[config.mk]
export PLATFORM = sky130hd
export DESIGN_NAME = dmem_port_arbiter
export DESIGN_NICKNAME = d
export VERILOG_FILES = /design/src/rtl/dmem_port_arbiter.sv
export SDC_FILE = /design/constraint.sdc
export NUM_CORES = 1
export LEC_CHECK = 0
export CAP_MARGIN = 25
export CORE_AREA = 4 4 115 117
export CTS_CLUSTER_DIAMETER = 100
export CTS_CLUSTER_SIZE = 25
export DETAILED_ROUTE_END_ITERATION = 8
export DIE_AREA = 0 0 119 121
export PLACE_DENSITY = 0.74
export SLEW_MARGIN = 20
export SYNTH_ARGS = -nofsm -noshare
export SYNTH_HDL_FRONTEND = slang
export SYNTH_SLANG_ARGS = --single-unit
[constraint.sdc]
create_clock -name clk -period 3.5 [get_ports clk]
set_input_delay 0.525 -clock clk [delete_from_list [all_inputs] [get_ports clk]]
set_output_delay 0.525 -clock clk [all_outputs]
set_load 0.03 [all_outputs]
[src/rtl/dmem_port_arbiter.sv]
// Shares one single-port data memory between the CPU port (0) and a loader/DMA/debug port (1).
// Define DMEM_ARB_RR_EN for round-robin arbitration; otherwise fixed priority with a starvation guard.
module dmem_port_arbiter #(
    parameter int ADDR_W   = 32,
    parameter int DATA_W   = 32,
    parameter int MAX_WAIT = 4
) (
    input  logic              clk,
    input  logic              rst_n,
    input  logic              req0_valid,
    input  logic              req0_we,
    input  logic [ADDR_W-1:0] req0_addr,
    input  logic [DATA_W-1:0] req0_wdata,
    output logic              req0_ready,
    output logic              rsp0_valid,
    output logic [DATA_W-1:0] rsp0_rdata,
    input  logic              req1_valid,
    input  logic              req1_we,
    input  logic [ADDR_W-1:0] req1_addr,
    input  logic [DATA_W-1:0] req1_wdata,
    output logic              req1_ready,
    output logic              rsp1_valid,
    output logic [DATA_W-1:0] rsp1_rdata,
    output logic [ADDR_W-1:0] mem_addr,
    output logic [DATA_W-1:0] mem_wdata,
    output logic              mem_we,
    input  logic [DATA_W-1:0] mem_rdata,
    output logic              starve_evt
);

    logic both_valid;
    logic grant0;
    logic grant1;
    logic starve;
    logic acc0;
    logic acc1;

    assign both_valid = req0_valid & req1_valid;

`ifdef DMEM_ARB_RR_EN
    logic rr_ptr;

    // rr_ptr names the port that wins the next contended cycle
    always_comb begin
        starve = 1'b0;
        grant0 = req0_valid;
        grant1 = req1_valid;
        if (both_valid) begin
            grant0 = ~rr_ptr;
            grant1 = rr_ptr;
        end
    end

    always_ff @(posedge clk or negedge rst_n) begin
        if (!rst_n) begin
            rr_ptr <= 1'b0;
        end else if (both_valid) begin
            rr_ptr <= ~rr_ptr;
        end
    end
`else
    localparam logic [3:0] WAIT_LIMIT = 4'(MAX_WAIT);

    logic [3:0] wait_cnt;

    always_comb begin
        starve = both_valid && (wait_cnt == WAIT_LIMIT);
        grant1 = req1_valid & (~req0_valid | starve);
        grant0 = req0_valid & ~grant1;
    end

    // Counts consecutive cycles port 1 has been kept waiting; saturates at the limit
    always_ff @(posedge clk or negedge rst_n) begin
        if (!rst_n) begin
            wait_cnt <= 4'd0;
        end else if (!req1_valid || grant1) begin
            wait_cnt <= 4'd0;
        end else if (wait_cnt != WAIT_LIMIT) begin
            wait_cnt <= wait_cnt + 4'd1;
        end
    end
`endif

    assign req0_ready = grant0 & rst_n;
    assign req1_ready = grant1 & rst_n;
    assign acc0       = req0_valid & req0_ready;
    assign acc1       = req1_valid & req1_ready;
    assign starve_evt = starve & rst_n;

    // With no grant the port 0 request still drives address and data
    assign mem_addr  = grant1 ? req1_addr  : req0_addr;
    assign mem_wdata = grant1 ? req1_wdata : req0_wdata;
    assign mem_we    = rst_n & ((grant0 & req0_we) | (grant1 & req1_we));

    always_ff @(posedge clk or negedge rst_n) begin
        if (!rst_n) begin
            rsp0_valid <= 1'b0;
            rsp0_rdata <= '0;
            rsp1_valid <= 1'b0;
            rsp1_rdata <= '0;
        end else begin
            rsp0_valid <= acc0;
            rsp1_valid <= acc1;
            if (acc0 && !req0_we) begin
                rsp0_rdata <= mem_rdata;
            end
            if (acc1 && !req1_we) begin
                rsp1_rdata <= mem_rdata;
            end
        end
    end

endmodule

==> flow_summary.ini <==
[status]
status = completed

[cts]
htreeDepth = 3
post_cts.repair.setup_buffers = 0
clock_latency_ns = 0.33
cts_resized = 0
cts_buffers = 9
cts.sinks = 70
cts_tree = yes
clkTransAtPathRegs_ns = 0.05
root_buffer = clkbuf_16
ctsHoldBuffers = 0
cts_buffer_depth = 2

[run]
cap_viol_max_count = 0

[global_routing]
grt_overflow_total = 0
track_usage_pct = 18.6
grt_pass1_vias = 3509
grt_max_degree = 55
antenna_found_initial = 0
grt_first_pass_wirelength_um = 20500

[worst_setup_path]
start_kind = input port
crit_end = mem_addr[9]
path_max_fanout = 52
path_delay_family = buffers and inverters
slowest_stage = clkdlybuf4s50_1
end_kind = output pin
reg2reg_depth = 6
ff2ff_setup_slack_ns = 1.52
worstSetupStartpoint = req1_valid
cpPeakStageDelay_ns = 0.63
cp_num_cells = 6
reg2reg_to = rsp0_rdata[24]
crit_top_cell = clkdlybuf4s50_1
crit_chain = clkdlybuf4s50_1 -> nand4b_4 -> nand2_2 -> buf_12 -> mux2_2 -> clkdlybuf4s50_1
critPathBufInv = 3
r2r-start = wait_cnt[0]
worstPathArrival_ns = 2.68
crit_type = in2out
required_ns = 2.97

[floorplanning]
rows = 41
die_height_um = 121
coreArea_mm2 = 0.0124
die_w_um = 119
pin_count = 300
start_util_pct = 28.4
die_area_mm2 = 0.0144

[timing]
fin_crit_sh_pct = 91.6
worst_slew_pin_slew_ns = 0.674
fmax_mhz = 312
holdWs_ns = 0.240
rsz0062_at_grt = false
finalCriticalPeriod_ns = 3.21
finalHoldViolCount = 0
setup_violations = 0
drv_slew = 0
skew_ns = 0.00277
relSlewSlack_pct = 55.1
setup_tns_ns = 0

[yosys]
ys_ff_latch = 70
ys_types = 22
ys_seq_area_share_pct = 49.9
synth_top_area_share_pct = 49.9
yosysWarnings = 0
synth_nets = 406
synth_top_cell_by_area = dfrtp_1
synth_area_leaders = dfrtp_1 50%, mux2_2 40%, buf_6 1.9%
syn_avg_cell_area_um2 = 14.8
synth_area_mm2 = 0.00351
netlist_instances = 238

[place]
dp.cells = 703
dp_hpwl_um = 11400
numPortBuffers = 299
place_congestion = 0.807

[layout]
n_fill_cell = 1020
nets = 710
fin_cells = 719
drive_above_1_share_pct = 29.3
final_util_pct = 56.1
area_growth_pct = 97.6
antenna_cells = 0

[min_path]
hold_path_class = in2async

[detailed_routing]
drtPass1Iterations = 4
wl_um = 13800
vias = 3173
drc = 0
ant_nets = 0
wl_per_cell_um = 19.2
first_iter_violations = 56
viasPerCell = 4.41

[power]
ir_drop_mv = 0.487
p_leak_nw = 2.76
p_per_area_mw_per_mm2 = 474
where the power goes:
part	switching, mW	internal [mW]	total (mW)	leakage (nW)
logic	0.680	0.682	1.36	1.77
clock network	0.333	0.550	0.882	0.146
registers	0.0811	0.964	1.05	0.844
worst min path at each step:
stage	from	endpoint	slack, ns
floorplan	rst_n	rsp0_rdata[0]	0.23
global placement	wait_cnt[0]	wait_cnt[0]	0.47
detailed placement	rsp1_rdata[29]	rsp1_rdata[29]	0.48
CTS	rst_n	rsp1_rdata[2]	0.25
global route	rst_n	rsp0_rdata[2]	0.27
finish	rst_n	rsp1_rdata[2]	0.24
synthesized netlist by cell type:
cell,number
mux2_2,126
dfrtp_1,70
buf_6,6
nor2_1,5
buf_4,4
buf_2,3
inv_1,3
and2_1,2
ha_1,2
mux2_1,2
nand2b_1,2
nand3_1,2
nor2b_1,2
a21oi_4,1
a32o_1,1
nand2_1,1
nand2_2,1
nand3b_1,1
nand4b_4,1
nor3b_4,1
xnor2_1,1
xor2_1,1
kinds of logic (layout without fill, tap and decap cells):
logic type,after synthesis,count (layout),share of synthesized area [%]
buffers and inverters,16,325,3.53
adder cells (fa/ha/maj),2,2,0.712
AO/OA/AOI/OAI,2,2,0.748
multiplexers,128,128,41.0
flip-flops,70,70,49.9
XOR/XNOR,2,2,0.499
AND/OR/NAND/NOR,18,18,3.60
metrics by stage:
step	setup WS (ns)	instance area (um2)	power, mW
after detailed placement	0.293	6650	2.43
after global placement	0.323	6650	2.41
after global routing	0.207	6940	3.43
after CTS	0.293	6940	3.33
final	0.294	6940	3.29
after floorplan	1.29	3510	1.73
worst register-to-register path, cell delays in order, from the launching register on:
cell      delay, ns
dfrtp_1        0.39
inv_1          0.06
ha_1           0.24
nand4b_4       0.16
nor3b_4        0.19
buf_4          0.41
mux2_2         0.42
cells in the final DEF, fill, tap and decap left out, drive strengths merged:
master         instances
nand2b                 2
nand3                  2
ha                     2
clkinv                 5
nor2b                  2
buf                   15
and2                   2
nor3b                  1
bufinv                 1
nand3b                 1
nor2                   5
a32o                   1
mux2                 128
inv                    3
nand4b                 1
clkbuf                10
nand2                  2
xnor2                  1
a21oi                  1
clkdlybuf4s50        291
xor2                   1
dfrtp                 70
registers in the layout, summed over array words and instances (netlist names):
signal      cells
rsp0_rdata     32
rsp0_valid      1
rsp1_rdata     32
rsp1_valid      1
wait_cnt        4
layer usage:
layer / vias up / share of wire [%] / track usage (%)
li1: 1460 / - / -
met1: 1549 / 37 / 20.6
met2: 150 / 54 / 33.9
met3: 14 / 7.9 / 6.43
met4: 0 / 1.3 / 4.85
met5: - / 0 / 0
cell type report:
| type | count | area (um2) | share of cell area (%) |
|---|---|---|---|
| clock buffers | 10 | 229 | 3.30 |
| clock inverters | 6 | 62.6 | 0.901 |
| inverters | 3 | 11.3 | 0.162 |
| multi-input cells | 152 | 1640 | 23.6 |
| flip-flops and latches | 70 | 1750 | 25.2 |
| well taps | 172 | 215 | 3.10 |
| repair buffers | 306 | 3040 | 43.7 |
(Power assumes the default switching activity.)
